## src/rtl/pwm_channel_bank.sv

```systemverilog
// Purpose: bank of CHANNELS independent waveform generators (divide, PWM, one-shot, off) with shadow/active period and pulse registers.
// Ports:   clk/reset (sync, active-high); wr_chan + write_period/write_pulse/write_mode strobes with period_i/pulse_i/mode_i data;
//          out_enable gates clk_o per channel; clk_o, period_done, busy are registered per-channel outputs.
// Latency: every output is registered from the count of the previous cycle, so waveforms and period_done trail the count by one cycle.
module pwm_channel_bank #(
    parameter int CHANNELS     = 4,
    parameter int COUNTER_BITS = 32,
    parameter int PULSE_BITS   = 32,
    localparam int SEL_W       = (CHANNELS > 1) ? $clog2(CHANNELS) : 1
) (
    input  logic                    clk,
    input  logic                    reset,
    input  logic [SEL_W-1:0]        wr_chan,
    input  logic                    write_period,
    input  logic                    write_pulse,
    input  logic                    write_mode,
    input  logic [COUNTER_BITS-1:0] period_i,
    input  logic [PULSE_BITS-1:0]   pulse_i,
    input  logic [1:0]              mode_i,
    input  logic [CHANNELS-1:0]     out_enable,
    output logic [CHANNELS-1:0]     clk_o,
    output logic [CHANNELS-1:0]     period_done,
    output logic [CHANNELS-1:0]     busy
);

    // Common width for count/pulse compares; the narrower operand is zero-extended.
    localparam int CMP_W = (COUNTER_BITS > PULSE_BITS) ? COUNTER_BITS : PULSE_BITS;

    // One-shot is split into running and finished so a completed shot idles until the next mode write.
    typedef enum logic [2:0] {
        ST_OFF,
        ST_DIV,
        ST_PWM,
        ST_OS_RUN,
        ST_OS_DONE
    } state_t;

    state_t                  state_q   [CHANNELS];
    state_t                  state_d   [CHANNELS];
    logic [COUNTER_BITS-1:0] count_q   [CHANNELS];
    logic [COUNTER_BITS-1:0] count_d   [CHANNELS];
    logic [COUNTER_BITS-1:0] sh_per_q  [CHANNELS];
    logic [COUNTER_BITS-1:0] sh_per_d  [CHANNELS];
    logic [COUNTER_BITS-1:0] act_per_q [CHANNELS];
    logic [COUNTER_BITS-1:0] act_per_d [CHANNELS];
    logic [PULSE_BITS-1:0]   sh_pul_q  [CHANNELS];
    logic [PULSE_BITS-1:0]   sh_pul_d  [CHANNELS];
    logic [PULSE_BITS-1:0]   act_pul_q [CHANNELS];
    logic [PULSE_BITS-1:0]   act_pul_d [CHANNELS];

    // raw_q is the ungated waveform; keeping it separate from clk_o_q lets the
    // divider keep toggling while the output is gated, so re-enable is in phase.
    logic [CHANNELS-1:0] raw_q,   raw_d;
    logic [CHANNELS-1:0] clk_o_q, clk_o_d;
    logic [CHANNELS-1:0] done_q,  done_d;
    logic [CHANNELS-1:0] busy_q,  busy_d;

    always_comb begin
        for (int i = 0; i < CHANNELS; i++) begin
            state_d[i]   = state_q[i];
            count_d[i]   = count_q[i];
            sh_per_d[i]  = sh_per_q[i];
            sh_pul_d[i]  = sh_pul_q[i];
            act_per_d[i] = act_per_q[i];
            act_pul_d[i] = act_pul_q[i];
            raw_d[i]     = raw_q[i];
            done_d[i]    = 1'b0;
            busy_d[i]    = 1'b0;

            // Out-of-range wr_chan values match no channel and are dropped.
            if (wr_chan == SEL_W'(i) && write_period) sh_per_d[i] = period_i;
            if (wr_chan == SEL_W'(i) && write_pulse)  sh_pul_d[i] = pulse_i;

            case (state_q[i])
                ST_DIV, ST_PWM: begin
                    if (state_q[i] == ST_PWM)
                        raw_d[i] = (CMP_W'(count_q[i]) < CMP_W'(act_pul_q[i]));
                    if (count_q[i] == act_per_q[i]) begin
                        // Wrap: shadow_q (not shadow_d) is loaded, so a write in
                        // the wrap cycle itself waits for the following wrap.
                        count_d[i]   = '0;
                        done_d[i]    = 1'b1;
                        act_per_d[i] = sh_per_q[i];
                        act_pul_d[i] = sh_pul_q[i];
                        if (state_q[i] == ST_DIV) raw_d[i] = ~raw_q[i];
                    end else begin
                        count_d[i] = count_q[i] + 1'b1;
                    end
                end
                ST_OS_RUN: begin
                    if (CMP_W'(count_q[i]) < CMP_W'(act_pul_q[i])) begin
                        raw_d[i]   = 1'b1;
                        busy_d[i]  = 1'b1;
                        count_d[i] = count_q[i] + 1'b1;
                    end else begin
                        raw_d[i]   = 1'b0;
                        done_d[i]  = 1'b1;
                        state_d[i] = ST_OS_DONE;
                    end
                end
                ST_OS_DONE: begin
                    raw_d[i] = 1'b0;
                end
                default: begin
                    raw_d[i]   = 1'b0;
                    count_d[i] = '0;
                end
            endcase

            // Mode write restarts the channel using the just-written shadow values.
            if (wr_chan == SEL_W'(i) && write_mode) begin
                act_per_d[i] = sh_per_d[i];
                act_pul_d[i] = sh_pul_d[i];
                count_d[i]   = '0;
                raw_d[i]     = 1'b0;
                done_d[i]    = 1'b0;
                busy_d[i]    = 1'b0;
                case (mode_i)
                    2'b00:   state_d[i] = ST_DIV;
                    2'b01:   state_d[i] = ST_PWM;
                    2'b10:   state_d[i] = ST_OS_RUN;
                    default: state_d[i] = ST_OFF;
                endcase
            end

            clk_o_d[i] = raw_d[i] & out_enable[i];
        end
    end

    always_ff @(posedge clk) begin
        if (reset) begin
            for (int i = 0; i < CHANNELS; i++) begin
                state_q[i]   <= ST_OFF;
                count_q[i]   <= '0;
                sh_per_q[i]  <= '0;
                sh_pul_q[i]  <= '0;
                act_per_q[i] <= '0;
                act_pul_q[i] <= '0;
            end
            raw_q   <= '0;
            clk_o_q <= '0;
            done_q  <= '0;
            busy_q  <= '0;
        end else begin
            for (int i = 0; i < CHANNELS; i++) begin
                state_q[i]   <= state_d[i];
                count_q[i]   <= count_d[i];
                sh_per_q[i]  <= sh_per_d[i];
                sh_pul_q[i]  <= sh_pul_d[i];
                act_per_q[i] <= act_per_d[i];
                act_pul_q[i] <= act_pul_d[i];
            end
            raw_q   <= raw_d;
            clk_o_q <= clk_o_d;
            done_q  <= done_d;
            busy_q  <= busy_d;
        end
    end

    assign clk_o       = clk_o_q;
    assign period_done = done_q;
    assign busy        = busy_q;

endmodule

```

## config.mk

```make
export PLATFORM = sky130hd
export DESIGN_NAME = pwm_channel_bank
export DESIGN_NICKNAME = d
export VERILOG_FILES = /design/src/rtl/pwm_channel_bank.sv
export SDC_FILE = /design/constraint.sdc
export NUM_CORES = 2
export LEC_CHECK = 0
export BUFFER_PORTS_ARGS = -buffer_cell sky130_fd_sc_hd__buf_4
export CAP_MARGIN = 15
export CORE_ASPECT_RATIO = 1.75
export CORE_MARGIN = 3
export CORE_UTILIZATION = 35
export CTS_CLUSTER_DIAMETER = 150
export DETAILED_ROUTE_END_ITERATION = 7
export MAX_ROUTING_LAYER = met4
export PLACE_DENSITY = 0.49
export SYNTH_ARGS = -nofsm -noshare
export SYNTH_HDL_FRONTEND = slang
export SYNTH_SLANG_ARGS = --single-unit
export TNS_END_PERCENT = 5
```

## constraint.sdc

```tcl
create_clock -name clk -period 3 [get_ports clk]
set_clock_uncertainty 0.05 [all_clocks]
set_input_delay 0.3 -clock clk [delete_from_list [all_inputs] [get_ports clk]]
set_output_delay 0.3 -clock clk [all_outputs]
set_load 0.05 [all_outputs]
```

; ---- Yosys cells after proc, flatten, opt, wreduce, memory -nomap -nowiden
; Memories as Yosys holds them, arrays and structs flattened.
; Index checks and enable logic that the tools add are counted.
[word_totals]
reg_bits = 16
ram_bits = 652
input_bits = 77
out_inout_bits = 12
elab_cells = 235
mem_count = 6
[op_classes]
addsub = 4
order_cmp = 4
n_eq_ne = 25
mux = 124
bitwise = 36
n_reduce_logical = 26
[memory_table]
columns = name, depth, width, read_ports, rd_clocked_by_memory_dff, write_ports, line
row1 = act_per_q, 4, 32, 4, 0, 4, 44  ; logic [COUNTER_BITS-1:0] act_per_q [CHANNELS];
row2 = act_pul_q, 4, 32, 4, 0, 4, 48  ; logic [PULSE_BITS-1:0] act_pul_q [CHANNELS];
row3 = count_q, 4, 32, 4, 0, 4, 40  ; logic [COUNTER_BITS-1:0] count_q [CHANNELS];
row4 = sh_per_q, 4, 32, 4, 0, 4, 42  ; logic [COUNTER_BITS-1:0] sh_per_q [CHANNELS];
row5 = sh_pul_q, 4, 32, 4, 0, 4, 46  ; logic [PULSE_BITS-1:0] sh_pul_q [CHANNELS];
row6 = state_q, 4, 3, 4, 0, 4, 38  ; state_t state_q [CHANNELS];
[op_table]
columns = op, count
row1 = 32-bit two-way mux, 64
row2 = 32-bit case mux with 3 select lines, 4
row3 = 32-bit by 1-bit adder with 32-bit output (second input constant), 4
row4 = 32-bit == test, 4
row5 = 32-bit < comparator, 4
row6 = 3-bit two-way mux, 16
row7 = 1-bit two-way mux, 31
row8 = 3-bit by 2-bit == test with 1-bit output (second input constant), 8
row9 = 1-bit OR, 24
row10 = 1-bit case mux with 2 select lines, 8
row11 = 2-bit OR reduction, 8
row12 = 3-bit by 1-bit == test with 1-bit output (second input constant), 4
row13 = 3-bit == test (second input constant), 4
row14 = 1-bit logical AND, 12
row15 = 3-bit OR reduction, 4
row16 = 1-bit inverter, 8
row17 = 2-bit == test (second input constant), 3
row18 = 2-bit case mux with 3 select lines, 1
row19 = 1-bit AND, 4
row20 = 2-bit by 1-bit == test with 1-bit output (second input constant), 2
row21 = 2-bit zero test, 2

; ---- Depth between registers and ports, before layout
; An unclocked memory read counts as a cell.
[logic_depth]
word_depth = 8
ltp_mapped = 12
mapped_depth_nobuf = 10

; ---- Worst setup path before layout
; OpenSTA, ideal clock, no wires.
[synth_timing]
path_kind = reg2reg
start = memory count_q[1][7]
end = memory count_q[1][24]
setup_time_ns = 0.070
arrival_time_ns = 2.575
required_time_ns = 2.880
path_slack_ns = 0.304
stages_incl_launch_ff = 11
n_path_buf = 1
period_less_slack_ns = 2.696
path_cell_list = dfxtp_1 > ha_1 > a21oi_1 > o21ai_1 > a2111oi_1 > o211ai_1 > a211oi_2 > buf_4 > nor2_1 > or4_1 > a21oi_1
[synth_lines]
columns = item, line
row1 = from (decl), 40

==> results.tsv <==
metric	value	unit
outcome	finished, final reports clean	
htreeDepth	3	
fp.dieH	401	um
yosys.area.top_type_share	0.428	
worstMarginPinSlew	1060	ps
syn_nets	4221	
syn2layout_area_growth	19.3	%
dr.pass1.iters	7	
async_flop_share	0	
synth_edf_count	0	
drt-vias-per-instance	5.30	
antenna_found_initial	2	
p_int	15.4	mW
vias	28400	
slew_viol_final	0	
cts_tree	done	
tns	0	ps
num_rows	144	
overflow	0	
fin_util	0.422	
placed_area	33900	sq um
yosys-top-cells-area	dfxtp_1, nor2_1, nand2_1	
maxCapViolCount	0	
hold_class	primary input to register	
wl_per_cell	22.1	um
ys_types	74	
final_cell_area	37200	sq um
critPathArrivalTime	3460	ps
first_global_vias	27700	
endpoint_kind	register	
fin_ws	81.5	ps
clkSinkCount	668	
grt_setup_unrepaired	true	
finalCritPeriodShare	0.973	
drive_gt1_frac	0.135	
finalHoldViolations	0	
synthFlopType	dfxtp_1	
slowest_stage	or4_1	
register_area	13400	sq um
ys_warn_count	0	
worstSkewPairLatency	660	ps
multi_input_area	16200	sq um
totalWireLength	118	mm
p_seq_frac	0.455	
clock-root-buffer	clkbuf_16	
critPathLaunch	act_pul_q[1][7]	
clockBufferDepth	3	
fp.coreArea	88300	sq um
ios	89	
path_max_fanout	4	
syn_area	31200	sq um
place_hpwl	84.9	mm
crit_required	3540	ps
comb_power_share	0.094	
min_path_cells	3	
globalRouteTotalUtil	0.256	
min-delay-start	out_enable[2]	
start_kind	register	
portBuffers	88	
instances_no_fill	5364	
initial_core_util	0.354	
pwr-share-clk	0.452	
worstRegToRegCells	12	
switching_share	0.256	
synth.largest_area_cell	dfxtp_1	
path_clk_slew	60	ps
globalplace.congestion	0.878	
critPathMaxStageDelay	500	ps
p_switching	5.32	mW
critical_path.top_delay_family	compound AO/OA/AOI/OAI gates	
die_w	232	um
drtAntennaViolNets	0	
final_cell_mix	nor2_1, dfxtp_1, nand2_1	
nNetsFinal	4348	
power.density	557	nW/um^2
synthCells	4013	
ys_seq_area_frac	0.428	
setup_viol	0	
fmax	343	MHz
ir_drop	0.000375	V
crit_top_cell	buf_4	
drt-initial-drc-count	2091	
cts_inserted_buffers	69	
ys_ff_latch	668	
r2r-start	act_pul_q[1][7]	
crit_buf_inv	3	
place_inst	5162	
n_fill_cell	9010	
mostFrequentLayoutCell	nor2_1	
path_cells	inv_1 -> ha_1 -> a21oi_2 -> o21ai_2 -> a2111oi_4 -> o211ai_1 -> a211oi_2 -> buf_4 -> buf_4 -> nor2_1 -> or4_1 -> a21oi_1	
avgSynthCellArea	7.78	sq um
p_leak	14.4	nW
slew_headroom	0.296	
cp.depth	12	
post-place-ws	-27.5	ps
drc	0	
grt_pass1_wl	174	mm
dieArea	93000	sq um
period_minus_slack	2920	ps
critical_path_class	register to register	
grt_start_max_net_pins	221	
==> synth_stat cells, drive strengths merged, types with 3 or more instances <==
library cell and n:
and3 30, nor3b 5, or3 52, or2 3, a21oi 377, and4 21, or4 21, xnor2 110
buf 68, o21bai 3, o2111ai 4, o221a 96, nor3 16, xor2 75, a211o 4, nand3 74
nor2 773, clkbuf 233, nand4 80, ha 131, dfxtp 668, a2111oi 4, o22ai 6, nor2b 9
inv 151, and2 22, a21o 7, o211ai 7, nand2b 9, a22o 4, a211oi 6, o21ai 80
o31ai 17, nand2 630, o21a 6, nor4 178, a21boi 4, a31oi 6
==> timing repair <==
item | CTS | global route
cloned | 0 | 2
pin swaps | 1 | 13
buffers inserted | 0 | 5
resized for setup | 2 | 43
endpoints found under the hold margin | 423 | 0
setup endpoints to repair | 11 | 53
hold buffers | 68 | 0
==> per-layer routing <==
metal,vias to the layer above,wire (um),GRT usage
met5,-,0,-
met4,0,9200,0.167
met3,276,3520,0.0292
met2,610,64200,0.476
met1,13700,41500,0.247
li1,13900,-,-
==> sequential cells by signal, indices dropped and copies added, names as in the netlist <==
| name | flops |
|---|---|
| act_pul_q | 128 |
| act_per_q | 128 |
| busy | 4 |
| count_q | 128 |
| sh_pul_q | 128 |
| sh_per_q | 128 |
| clk_o | 4 |
| state_q | 12 |
| raw_q | 4 |
| period_done | 4 |
==> power by group through the flow <==
stage	Clock (mW)	Sequential, mW	Combinational, mW
floorplan	0	9.53	1.22
global placement	0	9.63	1.85
detailed placement	0	9.64	1.86
CTS	9.60	9.44	1.94
global route	9.92	9.46	2.14
finish	9.38	9.44	1.95
==> worst min-delay path: stages <==
cell and delay, ps:
buf_4 140, nor3b_1 140, buf_4 150
==> path summary, 6_finish.rpt <==
path              slack [ps]               to
setup / recovery          80   count_q[1][24]
hold / removal            90         clk_o[2]
setup reg to reg          80   count_q[1][24]
hold reg to reg          400  sh_per_q[3][19]
==> cells by family (layout without fill, tap and decap cells) <==
| group | count (synthesis) | after routing | synth area share |
|---|---|---|---|
| AND/OR/NAND/NOR | 1925 | 1926 | 0.274 |
| flip-flops | 668 | 668 | 0.428 |
| AO/OA/AOI/OAI | 648 | 648 | 0.134 |
| buffers and inverters | 452 | 633 | 0.0583 |
| XOR/XNOR | 185 | 185 | 0.0519 |
| adder cells (fa/ha/maj) | 133 | 133 | 0.0531 |
| multiplexers | 2 | 2 | 0.000721 |
| other | 0 | 1 | 0 |
==> cell type report <==
type / instances / area share
Antenna cell: 1 / 0.0000672
Clock buffer: 99 / 0.0554
Clock inverter: 27 / 0.00991
Inverter: 151 / 0.0152
Multi-Input combinational cell: 2894 / 0.436
Sequential cell: 668 / 0.360
Tap cell: 1168 / 0.0392
Timing Repair Buffer: 356 / 0.0847
==> stage by stage <==
stage          total power, mW  hold WS (ps)
4_1_cts                   21.0          54.7
6_report                  20.8          89.9
5_1_grt                   21.5          65.8
3_5_place_dp              11.5           397
2_1_floorplan             10.7           372
3_3_place_gp              11.5           392
No activity file was read; power rests on OpenSTA's default activity.
